$ cat config.mk
export PLATFORM = sky130hd
export DESIGN_NAME = keypad_hex_entry
export DESIGN_NICKNAME = d
export VERILOG_FILES = /design/src/rtl/keypad_pkg.sv /design/src/rtl/sync2.sv /design/src/rtl/keypad_hex_entry.sv
export SDC_FILE = /design/constraint.sdc
export NUM_CORES = 1
export LEC_CHECK = 0
export CORE_MARGIN = 2
export CORE_UTILIZATION = 53
export CTS_BUF_LIST = sky130_fd_sc_hd__clkbuf_8
export DETAILED_ROUTE_END_ITERATION = 16
export PLACE_DENSITY = 0.78
export RECOVER_POWER = 100
export SLEW_MARGIN = 30
export SYNTH_ARGS = -nofsm -noshare
export SYNTH_HDL_FRONTEND = slang
export SYNTH_HIERARCHICAL = 1
export SYNTH_SLANG_ARGS = --single-unit
$ cat constraint.sdc
create_clock -name clk -period 2.6 [get_ports clk]
set_clock_uncertainty 0.2 [all_clocks]
set_input_delay 0.39 -clock clk [delete_from_list [all_inputs] [get_ports clk]]
set_output_delay 0.39 -clock clk [all_outputs]
set_load 0.01 [all_outputs]
$ cat src/rtl/keypad_pkg.sv
// rtl/keypad_pkg.sv - shared types, key map and row encoding for the hex keypad scanner
package keypad_pkg;

    typedef enum logic [1:0] {
        ST_SCAN = 2'd0,
        ST_PDEB = 2'd1,
        ST_HELD = 2'd2,
        ST_RDEB = 2'd3
    } state_t;

    // Nibble i holds the hex value of the key at {row, col} = i.
    // Rows from r0: "1 2 3 A", "4 5 6 B", "7 8 9 C", "0 F E D".
    localparam logic [63:0] KEY_MAP = 64'hDEF0_C987_B654_A321;

    function automatic logic [3:0] key_lookup(input logic [1:0] r, input logic [1:0] c);
        logic [5:0] base;
        base = {r, c, 2'b00};
        return KEY_MAP[base +: 4];
    endfunction

    // One-hot-low pattern: only bit idx driven low.
    function automatic logic [3:0] onehot_low(input logic [1:0] idx);
        return ~(4'b0001 << idx);
    endfunction

endpackage

$ cat src/rtl/sync2.sv
// rtl/sync2.sv - two-flop synchronizer, resets to all-ones (idle keypad columns)
module sync2 #(
    parameter int WIDTH = 1
) (
    input  logic             clk,
    input  logic             clr,
    input  logic [WIDTH-1:0] d,
    output logic [WIDTH-1:0] q
);

    logic [WIDTH-1:0] meta_q, meta_d;
    logic [WIDTH-1:0] sync_q, sync_d;

    // Next-state: plain two-stage shift.
    always_comb begin
        meta_d = d;
        sync_d = meta_q;
    end

    // Synchronizer flops; idle level is all-ones because columns are pulled up.
    always_ff @(posedge clk or posedge clr) begin
        if (clr) begin
            meta_q <= '1;
            sync_q <= '1;
        end else begin
            meta_q <= meta_d;
            sync_q <= sync_d;
        end
    end

    assign q = sync_q;

endmodule

$ cat src/rtl/keypad_hex_entry.sv
// rtl/keypad_hex_entry.sv - 4x4 keypad scanner with debounce, shifts hex digits into a 32-bit word
module keypad_hex_entry #(
    parameter int SCAN_BITS       = 17,
    parameter int DEBOUNCE_CYCLES = 1_000_000
) (
    input  logic        clk,
    input  logic        clr,
    input  logic        flush,
    input  logic [3:0]  col,
    output logic [3:0]  row,
    output logic [31:0] data,
    output logic [3:0]  key_code,
    output logic        key_valid
);

    import keypad_pkg::*;

    localparam int DEB_W = (DEBOUNCE_CYCLES > 2) ? $clog2(DEBOUNCE_CYCLES) : 1;
    localparam logic [DEB_W-1:0]     DEB_LAST   = DEB_W'(DEBOUNCE_CYCLES - 1);
    localparam logic [SCAN_BITS-1:0] DWELL_LAST = '1;

    logic [3:0] cs;

    state_t                state_q, state_d;
    logic [1:0]            row_idx_q, row_idx_d;
    logic [1:0]            col_idx_q, col_idx_d;
    logic [SCAN_BITS-1:0]  dwell_q, dwell_d;
    logic [DEB_W-1:0]      deb_q, deb_d;
    logic [31:0]           data_q, data_d;
    logic [3:0]            key_code_q, key_code_d;
    logic                  key_valid_q, key_valid_d;

    logic                  one_low;
    logic [1:0]            c_idx;
    logic                  accept;
    logic [3:0]            map_code;

    sync2 #(.WIDTH(4)) u_col_sync (
        .clk (clk),
        .clr (clr),
        .d   (col),
        .q   (cs)
    );

    // Decode the synchronized columns: valid only when exactly one is pulled low.
    always_comb begin
        one_low = 1'b0;
        c_idx   = 2'd0;
        case (cs)
            4'b1110: begin one_low = 1'b1; c_idx = 2'd0; end
            4'b1101: begin one_low = 1'b1; c_idx = 2'd1; end
            4'b1011: begin one_low = 1'b1; c_idx = 2'd2; end
            4'b0111: begin one_low = 1'b1; c_idx = 2'd3; end
            default: begin one_low = 1'b0; c_idx = 2'd0; end
        endcase
    end

    // Scan / press-debounce / held / release-debounce state machine.
    always_comb begin
        state_d   = state_q;
        row_idx_d = row_idx_q;
        col_idx_d = col_idx_q;
        dwell_d   = dwell_q;
        deb_d     = deb_q;
        accept    = 1'b0;
        case (state_q)
            ST_SCAN: begin
                dwell_d = dwell_q + 1'b1;
                if (dwell_q == DWELL_LAST) begin
                    if (one_low) begin
                        state_d   = ST_PDEB;
                        col_idx_d = c_idx;
                        deb_d     = '0;
                    end else begin
                        row_idx_d = row_idx_q + 2'd1;
                    end
                end
            end
            ST_PDEB: begin
                if (cs == onehot_low(col_idx_q)) begin
                    if (deb_q == DEB_LAST) begin
                        accept  = 1'b1;
                        state_d = ST_HELD;
                    end else begin
                        deb_d = deb_q + 1'b1;
                    end
                end else begin
                    state_d   = ST_SCAN;
                    row_idx_d = row_idx_q + 2'd1;
                    dwell_d   = '0;
                end
            end
            ST_HELD: begin
                if (cs == 4'b1111) begin
                    state_d = ST_RDEB;
                    deb_d   = '0;
                end
            end
            ST_RDEB: begin
                if (cs != 4'b1111) begin
                    state_d = ST_HELD;
                end else if (deb_q == DEB_LAST) begin
                    state_d   = ST_SCAN;
                    row_idx_d = row_idx_q + 2'd1;
                    dwell_d   = '0;
                end else begin
                    deb_d = deb_q + 1'b1;
                end
            end
            default: begin
                state_d = ST_SCAN;
            end
        endcase
    end

    // Output word update; flush beats a coincident accept for data only.
    always_comb begin
        map_code    = key_lookup(row_idx_q, col_idx_q);
        key_valid_d = accept;
        key_code_d  = accept ? map_code : key_code_q;
        if (flush) begin
            data_d = '0;
        end else if (accept) begin
            data_d = {data_q[27:0], map_code};
        end else begin
            data_d = data_q;
        end
    end

    // State and output registers, cleared asynchronously by clr.
    always_ff @(posedge clk or posedge clr) begin
        if (clr) begin
            state_q     <= ST_SCAN;
            row_idx_q   <= 2'd0;
            col_idx_q   <= 2'd0;
            dwell_q     <= '0;
            deb_q       <= '0;
            data_q      <= '0;
            key_code_q  <= 4'd0;
            key_valid_q <= 1'b0;
        end else begin
            state_q     <= state_d;
            row_idx_q   <= row_idx_d;
            col_idx_q   <= col_idx_d;
            dwell_q     <= dwell_d;
            deb_q       <= deb_d;
            data_q      <= data_d;
            key_code_q  <= key_code_d;
            key_valid_q <= key_valid_d;
        end
    end

    assign row       = onehot_low(row_idx_q);
    assign data      = data_q;
    assign key_code  = key_code_q;
    assign key_valid = key_valid_q;

endmodule

==> results of run 1 <==
==> kinds of logic (layout without fill, tap and decap cells) <==
kind of cell,count (synthesis),count (layout),synth area share
AND/OR/NAND/NOR,193,193,0.2168
AO/OA/AOI/OAI,118,118,0.1765
flip-flops,88,88,0.4907
buffers and inverters,46,126,0.04607
adder cells (fa/ha/maj),12,12,0.03330
XOR/XNOR,9,9,0.01749
multiplexers,7,7,0.01915
==> flip-flops by register name, indices dropped and copies added (netlist names) <==
register	count
u_col_sync/q	4
key_code	4
dwell_q	17
row_idx_q	2
state_q	2
u_col_sync/meta_q	4
col_idx_q	2
key_valid	1
data	32
deb_q	20
==> what timing repair did <==
| action | in CTS | in global routing |
|---|---|---|
| buffers inserted | 0 | 8 |
| resized for setup | 0 | 22 |
| setup endpoints to repair | 0 | 67 |
==> worst max-delay path, cell delays in order (launching register included) <==
cell	delay (ps)
dfrtp_2	440
or4b_4	570
or4_4	550
nor4_4	240
buf_6	170
clkbuf_16	170
nand2_1	70
a21oi_1	140
==> metal layers <==
metal	vias up	routed length [um]
li1	1869	-
met1	1990	4863
met2	160	5893
met3	33	660
met4	0	299
met5	-	0
==> final cells by class <==
cell class / instances / area, um2
clock buffers: 9 / 123.9
multi-input cells: 339 / 2147
repair buffers: 86 / 810.8
inverters: 24 / 98.84
well taps: 105 / 131.4
clock inverters: 7 / 126.4
fillers: 618 / 2564
flip-flops and latches: 88 / 2215
==> report_power, final <==
group	internal, mW	total [mW]	switching [mW]
sequential	1.38	1.39	0.00756
combinational	0.0141	0.0578	0.0437
clock	0.650	1.19	0.543
total	2.04	2.64	0.595
==> worst min path at each step <==
stage / startpoint / endpoint / slack, ps / depth (start not counted)
6_report: u_col_sync/meta_q[2]$_DFF_PP1_ / u_col_sync/q[2]$_DFF_PP1_ / 160 / 0
4_1_cts: u_col_sync/meta_q[2]$_DFF_PP1_ / u_col_sync/q[2]$_DFF_PP1_ / 160 / 0
2_1_floorplan: u_col_sync/meta_q[0]$_DFF_PP1_ / u_col_sync/q[0]$_DFF_PP1_ / 150 / 0
3_3_place_gp: u_col_sync/meta_q[0]$_DFF_PP1_ / u_col_sync/q[0]$_DFF_PP1_ / 150 / 0
3_5_place_dp: u_col_sync/meta_q[2]$_DFF_PP1_ / u_col_sync/q[2]$_DFF_PP1_ / 150 / 0
5_1_grt: u_col_sync/meta_q[2]$_DFF_PP1_ / u_col_sync/q[2]$_DFF_PP1_ / 160 / 0
==> layout by cell type, fill, tap and decap left out, types with 3 or more instances in the layout <==
master,count
and3_1,15
dfstp_2,8
nor3b_1,4
inv_1,20
nand4_1,11
mux2i_1,3
nor2_2,3
mux2_2,3
a41oi_1,3
o21ai_0,8
a21oi_1,44
ha_1,11
nand3_1,18
nor4_2,3
o21a_1,4
xnor2_1,3
a31oi_2,6
dlygate4sd3_1,42
dfrtp_1,78
a221o_1,3
xor2_1,6
nand2_1,74
clkdlybuf4s50_1,5
nand2b_1,4
buf_4,33
a22o_1,3
a31oi_1,18
nor2_1,22
a21oi_2,5
nor4_1,12
bufinv_16,3
clkbuf_8,9
nor3_1,9
==> per-stage QoR <==
step,hold WS (ps),worst slack (ps),cells,utilization
after floorplan,145.2,47.93,473,-
after global placement,147.0,128.2,632,0.6386
after detailed placement,149.4,74.18,632,0.6386
after CTS,162.9,19.41,648,0.6691
after global routing,164.6,-92.34,658,0.6880
final,161.7,-19.05,658,0.6880
==> run summary, run 1 <==
RR Endpoint: data[27]$_DFFE_PP0P_
worst slew pin tran: 1083 ps
most frequent cells after synthesis: dfrtp_1 (80), nand2_1 (76), a21oi_1 (49), nor2_1 (24), inv_1 (22)
die width: 96.23 um
DP Wirelength: 7.369 mm
TritonCTS Buffers: 9
# nets final: 567
wire per inst: 17.81 um
DRC: 0
ANT cells: 0
critical path arrival: 2720 ps
unrepaired setup endpoints after global routing: yes
number of distinct library cells after synthesis: 63
final critical-path required period: 2619 ps
remaining antenna violation count: 0
post-route setup slack: -19.05 ps
Layout Area Growth over Synthesis: 25.40%
Post-synth EDFFs: 0
clk slew on worst S/H paths: 90 ps
Setup crit end kind: flop
count leader, synth: dfrtp_1
HP Class: reg -> reg
Slew HR: 0.2781
GRT Max-Usage Layer: met2
Yosys top cell area share: 0.4441
maxcap violations: 0
FF-to-FF Start: deb_q[12]$_DFFE_PP0P_
dpl cell area: 0.005248 mm2
CP required: 2700 ps
fraction of registers with async set/reset: 1.000
Final Max Slew Viols: 0
Core Box Area: 0.008217 mm2
count of buffers from port buffering: 47
Starting Density: 0.5487
initial DRC count: 240
GRT Resource Usage Total: 0.2597
yosys warns: 6
vias in the first global route: 3,784
Synth Flop Type: dfrtp_1
Syn Nets: 492
fin area: 0.005653 mm2
Pre-antenna DRT Iters: 5
TritonCTS clock tree: yes
Overflow after GRT: 0
Routed WL: 11.72 mm
crit path capture: data[27]$_DFFE_PP0P_
register area share after synthesis: 0.4907
Fin. Hold Viols: 0
gp weighted congestion: 0.9767
Pleak: 2.502 nW
Mapped Area: 0.004508 mm2
crit path from: deb_q[12]$_DFFE_PP0P_
post-synthesis cell count: 473
register bit count reported by yosys: 88
peak supply drop: 0.0003218 V
Via Count: 4,052
met2 Usage GRT: 0.4225
failing checks: negative setup slack
Die H: 96.23 um
element type at the critical path start: flop
first-pass GRT wire length: 18.52 mm
Crit Path Class: reg -> reg
Setup violations, final: 8
initial antenna violation count: 0
final total power: 2.638 mW
CTS Sinks: 88
Syn Area/Cell: 9.531 um2
clock root cell: clkbuf_8
outcome: finished, violations left
Synth area leaders: dfrtp_1 (44%), nand2_1 (6.3%), a21oi_1 (5.4%)
setup_tns: -72.57 ps
hold_buf cts: 0
max frequency: 381.8 MHz
GR Util met1: 0.3481
met3 Use GR: 0.03994
FF-to-FF path depth: 7
largest net degree at the start of global routing: 81
PD cells: 466.7 mW/mm2
I/O pin cnt: 48
die area: 0.009259 mm2
H-tree depth: 3
Crit Path Max Fanout: 16
Site Rows: 33
layout cells sized above 1: 0.1863
Final Cycle Share: 1.007
vias per cell: 6.158
largest area contributor in the netlist: dfrtp_1
flop-to-flop setup slack: -20 ps
Worst-Skew Late Latency: 380 ps
clock buffer depth: 2
(Power assumes the default switching activity.)
==> inputs of run 2 (changes only) <==
--- a/config.mk
+++ b/config.mk
@@ -5,13 +5,14 @@
 export SDC_FILE = /design/constraint.sdc
 export NUM_CORES = 1
 export LEC_CHECK = 0
+export ABC_AREA = 1
 export CORE_MARGIN = 2
-export CORE_UTILIZATION = 53
+export CORE_UTILIZATION = 54
 export CTS_BUF_LIST = sky130_fd_sc_hd__clkbuf_8
 export DETAILED_ROUTE_END_ITERATION = 16
-export PLACE_DENSITY = 0.78
+export PLACE_DENSITY = 0.79
 export RECOVER_POWER = 100
-export SLEW_MARGIN = 30
+export SLEW_MARGIN = 40
 export SYNTH_ARGS = -nofsm -noshare
 export SYNTH_HDL_FRONTEND = slang
 export SYNTH_HIERARCHICAL = 1
==> run summary, run 2 <==
count of buffers from port buffering: 47
remaining antenna violation count: 0
DP Wirelength: 7.446 mm
Site Rows: 35
final-layout fill cell count: 822
clk slew on worst S/H paths: 90 ps
cts repair resizes: 0
largest area contributor in the netlist: dfrtp_1
die width: 99.96 um
initial DRC count: 181
gp weighted congestion: 0.8888
unrepaired setup endpoints after global routing: no
element type at the critical path start: flop
Final Cycle Share: 0.9441
I/O pin cnt: 48
Syn Area/Cell: 7.323 um2
mux cell area share after synthesis: 0
first-pass GRT wire length: 17.85 mm
clock buffer depth: 2
maxcap violations: 0
initial antenna violation count: 0
die area: 0.009991 mm2
critical path arrival: 1860 ps
post-synthesis cell count: 679
register bit count reported by yosys: 88
Fin. Hold Viols: 0
CP required: 2010 ps
simple-gate share of the synthesized area: 0.3601
P_sw: 0.5493 mW
Slew HR: 0.3165
layout cells sized above 1: 0.08654
fraction of registers with async set/reset: 1.000
most frequent cells in the layout: nand2_1 (260), nor2_1 (81), dfrtp_1 (80)
adder-cell share of the synthesized area: 0.03020
Layout Area Growth over Synthesis: 13.89%
TritonCTS Buffers: 9
Pre-antenna DRT Iters: 4
switching share of power: 0.2368
Crit Path Max Fanout: 10
PD cells: 409.6 mW/mm2
Routed WL: 10.42 mm
Syn Nets: 698
Final Max Slew Viols: 0
clock root cell: clkbuf_8
HP Class: reg -> reg
buffer count from post-CTS setup fixing: 0
most frequent cells after synthesis: nand2_1 (256), nor2_1 (81), dfrtp_1 (80), nand3_1 (51), inv_1 (49)
Pint: 1.770 mW
setup_tns: 0 ps
hold_buf cts: 0
Worst-Skew Late Latency: 350 ps
number of distinct library cells after synthesis: 34
Core Box Area: 0.009065 mm2
Yosys top cell area share: 0.4026
CTS Sinks: 88
count leader, synth: nand2_1
Synth Flop Type: dfrtp_1
most common cell after layout, fill and taps aside: nand2_1
Synth Area in Compound Gates: 0.06694
Setup crit end kind: output pin
GRT Resource Usage Total: 0.2182
DRC: 0
Largest register FFs: 32
Starting Density: 0.5485
vias per cell: 5.201
# nets final: 742
Post-Synth XOR/XNOR Area: 0.02466
vias in the first global route: 3,975
max frequency: 407.4 MHz
largest family of logic cells by synthesized area: simple AND/OR/NAND/NOR gates
peak supply drop: 0.0002094 V
Overflow after GRT: 0
outcome: finished, final reports clean
ANT cells: 0
Pleak: 2.753 nW
Die H: 99.96 um
largest net degree at the start of global routing: 42
H-tree depth: 3
combinational share of power: 0.029
final total power: 2.319 mW
clock share of power: 0.375
final critical-path required period: 2455 ps
Crit Path Class: reg -> out
wire per inst: 12.42 um
Setup violations, final: 0
Mapped Area: 0.004972 mm2
yosys warns: 6
register area share after synthesis: 0.4449
Via Count: 4,364
Post-synth EDFFs: 0
worst slew pin tran: 1020 ps
sequential power share: 0.596
TritonCTS clock tree: yes
Layout Utilization: 0.6247
Synth area leaders: dfrtp_1 (40%), nand2_1 (19%), nor2_1 (6.1%)
-- run 2: cell count changes after synthesis, sizes merged, moves of 6 or more --
cell	before	now
a21oi	49	11
a31oi	24	0
and3	16	0
buf	6	18
clkbuf	16	6
inv	23	58
nand2	76	265
nand3	18	56
nand4	11	5
nor2	25	89
nor4	16	0
o21ai	10	40
-- run 2: final timing paths --
check                      slack (ps)                           start                        end  cells past startpoint
min                               160  u_col_sync/meta_q[2]$_DFF_PP1_  u_col_sync/q[2]$_DFF_PP1_                      0
min reg2reg                       160  u_col_sync/meta_q[2]$_DFF_PP1_  u_col_sync/q[2]$_DFF_PP1_                      0
max reg2reg                       200            deb_q[0]$_DFFE_PP0P_     dwell_q[0]$_DFFE_PP0P_                      9
max in group asynchronous         440                             clr       data[12]$_DFFE_PP0P_                      3
min in group asynchronous         500                             clr   row_idx_q[1]$_DFFE_PP0P_                      2
max                               150        row_idx_q[0]$_DFFE_PP0P_                     row[0]                      4
-- run 2: cell families after synthesis --
| group | after synthesis |
|---|---|
| AND/OR/NAND/NOR | 426 |
| AO/OA/AOI/OAI | 57 |
| flip-flops | 88 |
| XOR/XNOR | 14 |
| buffers and inverters | 82 |
| adder cells (fa/ha/maj) | 12 |
-- run 2: layout make-up --
cell class | instances | area (um2) | area share
Clock buffer | 10 | 137.6 | 0.02430
Clock inverter | 6 | 43.79 | 0.007733
Inverter | 58 | 219.0 | 0.03867
Multi-Input combinational cell | 509 | 2364 | 0.4174
Sequential cell | 88 | 2212 | 0.3906
Tap cell | 111 | 138.9 | 0.02452
Timing Repair Buffer | 57 | 548.0 | 0.09677
-- run 2: power by group through the flow --
stage,registers (mW),logic [mW],clock network [mW]
6_report,1.38,0.0665,0.870
4_1_cts,1.38,0.0755,0.889
2_1_floorplan,1.41,0.0435,0
5_1_grt,1.38,0.0778,0.946
3_5_place_dp,1.41,0.0756,0
3_3_place_gp,1.41,0.0732,0
-- run 2: worst max-delay path: stages (launching register included) --
cell and delay (ps):
dfrtp_1 530, inv_1 180, ha_1 240, inv_1 50
clkdlybuf4s50_1 520
-- run 2: per-stage QoR --
step	hold WS (ps)	area, um2	instances	setup slack, ps
after CTS	160.6	5733	839	148.2
after global placement	145.7	5552	823	416.8
after detailed placement	147.2	5552	823	305.1
after global routing	163.1	5663	839	54.14
final	159.1	5663	839	145.3
after floorplan	145.2	4976	679	605.7
-- run 2: per-layer routing --
metal,wire [um],GRT usage,part of all wire,up-vias
li1,-,-,-,2201
met1,4828,0.2967,0.46,2064
met2,5081,0.3706,0.49,89
met3,418,0.03064,0.040,10
met4,93,0.05690,0.0089,0
met5,0,0,0,-
